`config.mk`:
```
export PLATFORM = sky130hd
export DESIGN_NAME = lht
export DESIGN_NICKNAME = d
export VERILOG_FILES = /design/src/rtl/core_types_pkg.sv /design/src/rtl/lht_ram.sv /design/src/rtl/lht.sv
export SDC_FILE = /design/constraint.sdc
export NUM_CORES = 2
export LEC_CHECK = 0
export CAP_MARGIN = 40
export CORE_UTILIZATION = 35
export DETAILED_ROUTE_END_ITERATION = 12
export PLACE_DENSITY = 0.58
export SETUP_SLACK_MARGIN = 0.2
export SYNTH_ARGS = -nofsm -noshare
export SYNTH_HDL_FRONTEND = slang
export SYNTH_SLANG_ARGS = --single-unit
```
`constraint.sdc`:
```
create_clock -name CLK -period 4.88 [get_ports CLK]
set_input_delay 0.976 -clock CLK [delete_from_list [all_inputs] [get_ports CLK]]
set_output_delay 0.976 -clock CLK [all_outputs]
set_load 0.02 [all_outputs]
```
`src/rtl/core_types_pkg.sv`:
```
// Shared front-end predictor types and sizing constants.
// Holds the local-history-table geometry and the set-index hash.
package core_types_pkg;

    localparam int LHT_ENTRIES_PER_BLOCK = 8;
    localparam int LH_LENGTH             = 8;
    localparam int ASID_WIDTH            = 9;
    localparam int LHT_INDEX_WIDTH       = 5;
    localparam int LHT_SETS              = 1 << LHT_INDEX_WIDTH;
    localparam int LHT_SLOT_WIDTH        = $clog2(LHT_ENTRIES_PER_BLOCK);

    typedef logic [LH_LENGTH-1:0]                  lh_t;
    typedef lh_t  [LHT_ENTRIES_PER_BLOCK-1:0]      lh_block_t;
    typedef logic [LHT_INDEX_WIDTH-1:0]            lht_idx_t;
    typedef logic [LHT_SLOT_WIDTH-1:0]             lht_slot_t;

    // Reads and updates must agree on this hash or updates land in the wrong set.
    function automatic lht_idx_t lht_hash(input lht_idx_t pc_set, input lht_idx_t asid_lo);
        return pc_set ^ asid_lo;
    endfunction

endpackage

```
`src/rtl/lht_ram.sv`:
```
// 32-set x 8-slot local-history RAM, one read and one slot-masked write per cycle.
// Latency: 1 cycle read (registered); backpressure: none, output holds when rd_en is low.
module lht_ram
    import core_types_pkg::*;
#(
    parameter bit WR_BYPASS = 1'b0
) (
    input  logic                             CLK,
    input  logic                             nRST,
    input  logic                             rd_en,
    input  lht_idx_t                         rd_idx,
    output lh_block_t                        rd_dat,
    input  logic [LHT_ENTRIES_PER_BLOCK-1:0] wr_en,
    input  lht_idx_t                         wr_idx,
    input  lh_t                              wr_dat
);

    lh_block_t mem [LHT_SETS];
    lh_block_t rd_word;

    // Same-set write merges into the read word only when bypass is built in.
    always_comb begin
        rd_word = mem[rd_idx];
        if (WR_BYPASS && (wr_idx == rd_idx)) begin
            for (int k = 0; k < LHT_ENTRIES_PER_BLOCK; k++) begin
                if (wr_en[k]) rd_word[k] = wr_dat;
            end
        end
    end

    always_ff @(posedge CLK) begin
        for (int k = 0; k < LHT_ENTRIES_PER_BLOCK; k++) begin
            if (wr_en[k]) mem[wr_idx][k] <= wr_dat;
        end
    end

    always_ff @(posedge CLK) begin
        if (!nRST) begin
            rd_dat <= '0;
        end else if (rd_en) begin
            rd_dat <= rd_word;
        end
    end

endmodule

```
`src/rtl/lht.sv`:
```
// Local History Table: one 8-bit LH per 2B slot of the fetch block, set = PC[8:4]^ASID[4:0].
// Latency: 1 cycle; backpressure: none, response holds while valid_REQ is low.
// Optional LHT_BYPASS_EN: same-cycle update to the read set forwards into the response.
module lht
    import core_types_pkg::*;
(
    input  logic                  CLK,
    input  logic                  nRST,
    input  logic                  valid_REQ,
    input  logic [31:0]           full_PC_REQ,
    input  logic [ASID_WIDTH-1:0] ASID_REQ,
    output lh_block_t             LH_by_instr_RESP,
    input  logic                  update0_valid,
    input  logic [31:0]           update0_start_full_PC,
    input  logic [ASID_WIDTH-1:0] update0_ASID,
    input  lh_t                   update0_LH
);

`ifdef LHT_BYPASS_EN
    localparam bit BYPASS = 1'b1;
`else
    localparam bit BYPASS = 1'b0;
`endif

    lht_idx_t                         rd_idx;
    lht_idx_t                         wr_idx;
    lht_slot_t                        wr_slot;
    logic [LHT_ENTRIES_PER_BLOCK-1:0] wr_en;
    logic                             rd_en;

    assign rd_idx  = lht_hash(full_PC_REQ[8:4], ASID_REQ[4:0]);
    assign wr_idx  = lht_hash(update0_start_full_PC[8:4], update0_ASID[4:0]);
    assign wr_slot = update0_start_full_PC[3:1];
    assign rd_en   = valid_REQ;

    // Updates arriving during reset are dropped rather than written.
    always_comb begin
        wr_en = '0;
        if (update0_valid && nRST) wr_en[wr_slot] = 1'b1;
    end

    logic unused_bits;
    assign unused_bits = ^{full_PC_REQ[31:9], full_PC_REQ[3:0], ASID_REQ[8:5],
                           update0_start_full_PC[31:9], update0_start_full_PC[0],
                           update0_ASID[8:5]};

    lht_ram #(
        .WR_BYPASS (BYPASS)
    ) u_ram (
        .CLK    (CLK),
        .nRST   (nRST),
        .rd_en  (rd_en),
        .rd_idx (rd_idx),
        .rd_dat (LH_by_instr_RESP),
        .wr_en  (wr_en),
        .wr_idx (wr_idx),
        .wr_dat (update0_LH)
    );

endmodule

```
# [Word-level counts from Yosys, hierarchy flattened]
# Memories as Yosys holds them, arrays and structs flattened. A register that Yosys moved wholly into a read port is not among the register bits.
# Cells that the tools add are included.
[op_classes] bitwise_logic=2 multipliers=0 magnitude_cmp=2 n_div=0 shifts=0 mux=19 n_reduce_logical=3 eq_ne=0 add_sub_neg=0
[op_table] cell="$mux 1" count=17
[op_table] cell="$xor 5x5->5" count=2
[op_table] cell="$mux 8" count=1
[op_table] cell="$lt 3x4->1 const B" count=1
[op_table] cell="$demux 1 s3" count=1
[op_table] cell="$ge 3x1->1 const B" count=1
[op_table] cell="$logic_and 1x1->1" count=2
[op_table] cell="$logic_not 1->1" count=1
[word_totals] reg_bits=0 wordCells=27 output_inout_bits=64 mem_bits_ro=0 latch_bits=0 memories=1 mem_bits_rw=2048 input_bits=94
[mem_list] name="u_ram.mem" words=32 word_bits=64 rd=1 rd_ports_with_merged_regs=1 wr=1 line="lht_ram.sv:18" source="lh_block_t mem [LHT_SETS];"

# [Logic depth before layout (Yosys ltp)]
[logic_depth] depth_word=7 ltp_mapped=8 mapped_depth_nobuf=5

# [Hierarchy]
# Synthesis repeated with hierarchy kept, for this count alone.
[hier_totals] hier_cells=3807 area_unflattened_um2=81789.7
[modules_own_cells] module="lht_ram" area_each_um2=81634.5 n_inst=1 cells_per_inst=3783 seq_area_each_um2=62780.2
[modules_own_cells] module="lht" area_each_um2=155.1 n_inst=1 cells_per_inst=24 seq_area_each_um2=0.0

# [Worst setup path before layout]
# Ideal clock, no wire load.
[synth_path] path_kind="input port to flip-flop" startpoint="in ASID_REQ[0]" endpoint="reg u_ram.rd_dat[10] (netlist bit) (read register of u_ram.mem)" cell_stages=8 setup_time_ns=0.118 slack_ns=2.048 arrival_time_ns=2.714 n_path_buf=3 required_ns=4.762 cell_sequence="xnor2_2 > buf_2 > buf_2 > buf_2 > mux2_2 > a221oi_1 > nand4_1 > o2111a_1"
[synth_via] elab_chain_cells=1
[synth_lines] item="start: declaration" line="lht.sv:11" source="input logic [ASID_WIDTH-1:0] ASID_REQ,"
[synth_lines] item="$xor 5x5->5" line="core_types_pkg.sv:19" source="return pc_set ^ asid_lo;"
[synth_lines] item="end: declaration" line="lht_ram.sv:12" source="output lh_block_t rd_dat,"
# Every way passes these cells.

# [Final worst setup path]
[layout_path] startpoint="in ASID_REQ[0]" endpoint="reg u_ram.rd_dat[18] (netlist bit) (read register of u_ram.mem)"
# The elaborated chain is that of the path after synthesis.

==> impl_metrics.ini <==
[clocking]
cts_sinks = 2112
clockBufferDepth = 3
cts.hold.buffers_added = 0
cts.clk_slew.worst_paths_ns = 0.06
cts_inserted_buffers = 207
post-cts-setup-buffers = 0
cts_tree = yes
htreeDepth = 4
clock_latency_ns = 0.83
clockRootBuffer = clkbuf_16
cts_resized = 0

[drt]
drt_iter0_drc = 3180
wl_per_cell_um = 27.4
vias_per_cell = 5.32
routed_wl_mm = 205
firstDrtPassIters = 5
vias = 39888
drc_errors = 0
drtAntennaViolNets = 0

[synthesis]
synth_seq_cells = 2112
synth_edf_count = 2048
synth_flop_cell = edfxtp_1
netlist_area_um2 = 80700
ys_warn_count = 0
async_reset_ff_frac = 0
synth_fp_nets = 4000
syn_avg_cell_area_um2 = 20.7
yosysUniqueCellTypes = 27
syn_inst = 3906
ys_seq_area_frac = 0.778

[critical_path]
required_ns = 5.61
cp.arrival_ns = 4.06
cpPeakStageDelay_ns = 0.57
worstSetupPathType = in2reg
worst-path-max-fanout = 29
startpoint_type = input port
crit_path_top_delay_cell = mux4_2
endpoint_kind = flop
crit_chain = clkdlybuf4s50_1, xnor2_4, buf_12, buf_4, mux4_2, a221oi_1, nand4_1, o2111a_1

[sta]
setup_viol = 0
finClkSkew_ns = 0.0407
setup_tns_ns = 0
finalHoldViolCount = 0
rsz0062_at_grt = no
max_slew_margin = 0.245
period_share = 0.682
drv_slew = 0
worst_pin_slew_ns = 1.13
period_needed_ns = 3.33
fmax_ghz = 0.301

[grt]
grt_pass1_wl_mm = 294
grt_pass1_vias = 40956
grt_max_degree = 151
grt_overflow = 0
grt_util_all_layers = 0.176
antenna_found_initial = 4

[die]
rows = 175
die-area_um2 = 232000
die_y_um = 482
ios = 158
fp.coreArea_um2 = 228000
die_w_um = 482
initial_utilization = 0.354

[cells_and_area]
final_area_um2 = 94000
nFillCells = 20071
drive_gt1_frac = 0.285
fin_nets = 4412
area_growth_pct = 16.5

[power]
peakVddDrop_uv = 426
leakage_uw = 0.0290
power_density_nw_per_um2 = 407

[placement]
dp_hpwl_mm = 122
placed_area_um2 = 87500
portBuffers = 98
place_congestion = 0.783

[flow_run]
drv_cap = 0

[outcome]
outcome = complete, no violations

[min_path]
min_path_type = reg2reg
[power by group]
part,total [uW],switching (uW),internal (uW),leakage [uW]
clock network,15200,6690,8510,0.00315
logic,3020,1810,1210,0.00691
registers,20000,79.6,20000,0.0189
[registers in the layout (all words and copies together) (netlist names)]
| signal | flops |
|---|---|
| u_ram.mem | 2048 |
| u_ram.rd_dat | 64 |
[per-stage QoR]
stage	util	total power, uW	cells	setup WS [ns]	hold WS [ns]
3_3_place_gp	0.383	23500	7104	0.239	0.503
5_1_grt	0.412	39400	7498	1.43	0.532
2_1_floorplan	-	22100	3906	2.05	0.633
6_report	0.412	38300	7500	1.55	0.519
4_1_cts	0.412	38600	7497	1.58	0.524
3_5_place_dp	0.384	23500	7117	0.683	0.510
[cell usage in the layout, fill, tap and decap left out, types with 3 or more instances in the layout]
master           instances
edfxtp_1              2048
mux4_2                 384
buf_4                  295
nor2_1                 270
mux2_2                 256
clkbuf_16              208
a22oi_1                192
nand2_1                171
clkdlybuf4s50_1         88
nand3_1                 66
nand4_1                 64
o2111a_1                64
dfxtp_1                 64
a221oi_1                62
clkbuf_1                56
clkinv_2                45
clkinv_1                39
buf_12                  39
bufinv_16               11
buf_8                    9
xnor2_1                  8
xor2_1                   8
clkbuf_8                 6
inv_6                    5
nor3_2                   4
nor2_4                   4
clkinv_8                 3
clkinv_16                3
[metal layers]
| layer | up-vias | part of all wire | GRT usage |
|---|---|---|---|
| met5 | - | 0 | 0 |
| met4 | 0 | 0.033 | 0.0640 |
| met3 | 274 | 0.060 | 0.0310 |
| met2 | 1227 | 0.50 | 0.293 |
| met1 | 21337 | 0.41 | 0.231 |
| li1 | 17050 | - | - |
[kinds of logic (layout without fill, tap and decap cells)]
family / after synthesis / after routing / synth area share
buffers and inverters: 230 / 813 / 0.0125
XOR/XNOR: 18 / 18 / 0.00205
flip-flops: 2112 / 2112 / 0.778
multiplexers: 640 / 640 / 0.143
AO/OA/AOI/OAI: 322 / 322 / 0.0338
other: 0 / 2 / 0
AND/OR/NAND/NOR: 584 / 584 / 0.0304
[final timing paths]
check / slack [ns] / end / startpoint / depth (start not counted)
worst max-delay path: 1.55 / u_ram.rd_dat[18] / ASID_REQ[0] / 8
worst max register to register: 2.91 / u_ram.rd_dat[34] / u_ram.mem[6][34] / 4
worst min-delay path: 0.52 / u_ram.rd_dat[42] / u_ram.rd_dat[42] / 1
worst min register to register: 0.52 / u_ram.rd_dat[42] / u_ram.rd_dat[42] / 1
[synth_stat cells, drive strengths merged, types with 2 or more instances]
library cell	number	area, um^2
edfxtp	2048	61500
mux4	384	8650
nor2	274	1030
mux2	256	2880
a22oi	192	1440
nand2	171	642
buf	120	592
clkbuf	109	409
nand3	66	330
dfxtp	64	1280
nand4	64	400
o2111a	64	721
a221oi	62	543
xnor2	9	86.3
xor2	9	78.8
nor3	4	20.0
a21oi	2	10.0
nor2b	2	12.5
[cell type report]
| class | count | area, um^2 | area share |
|---|---|---|---|
| Timing Repair Buffer | 432 | 4020 | 0.0428 |
| Clock buffer | 270 | 5500 | 0.0585 |
| Sequential cell | 2112 | 62800 | 0.668 |
| Clock inverter | 110 | 920 | 0.00979 |
| Multi-Input combinational cell | 1564 | 17000 | 0.181 |
| Inverter | 1 | 3.75 | 0.0000400 |
| Antenna cell | 2 | 5.00 | 0.0000533 |
| Tap cell | 3009 | 3760 | 0.0401 |
[critical path: cells and delay by family]
kind / cells / cell delay [ns]
buf+inv: 3 / 1.19
compound gates: 2 / 0.69
mux: 1 / 0.57
xor+xnor: 1 / 0.41
simple gates: 1 / 0.18
Note: power is estimated with default switching activity, not from simulation.
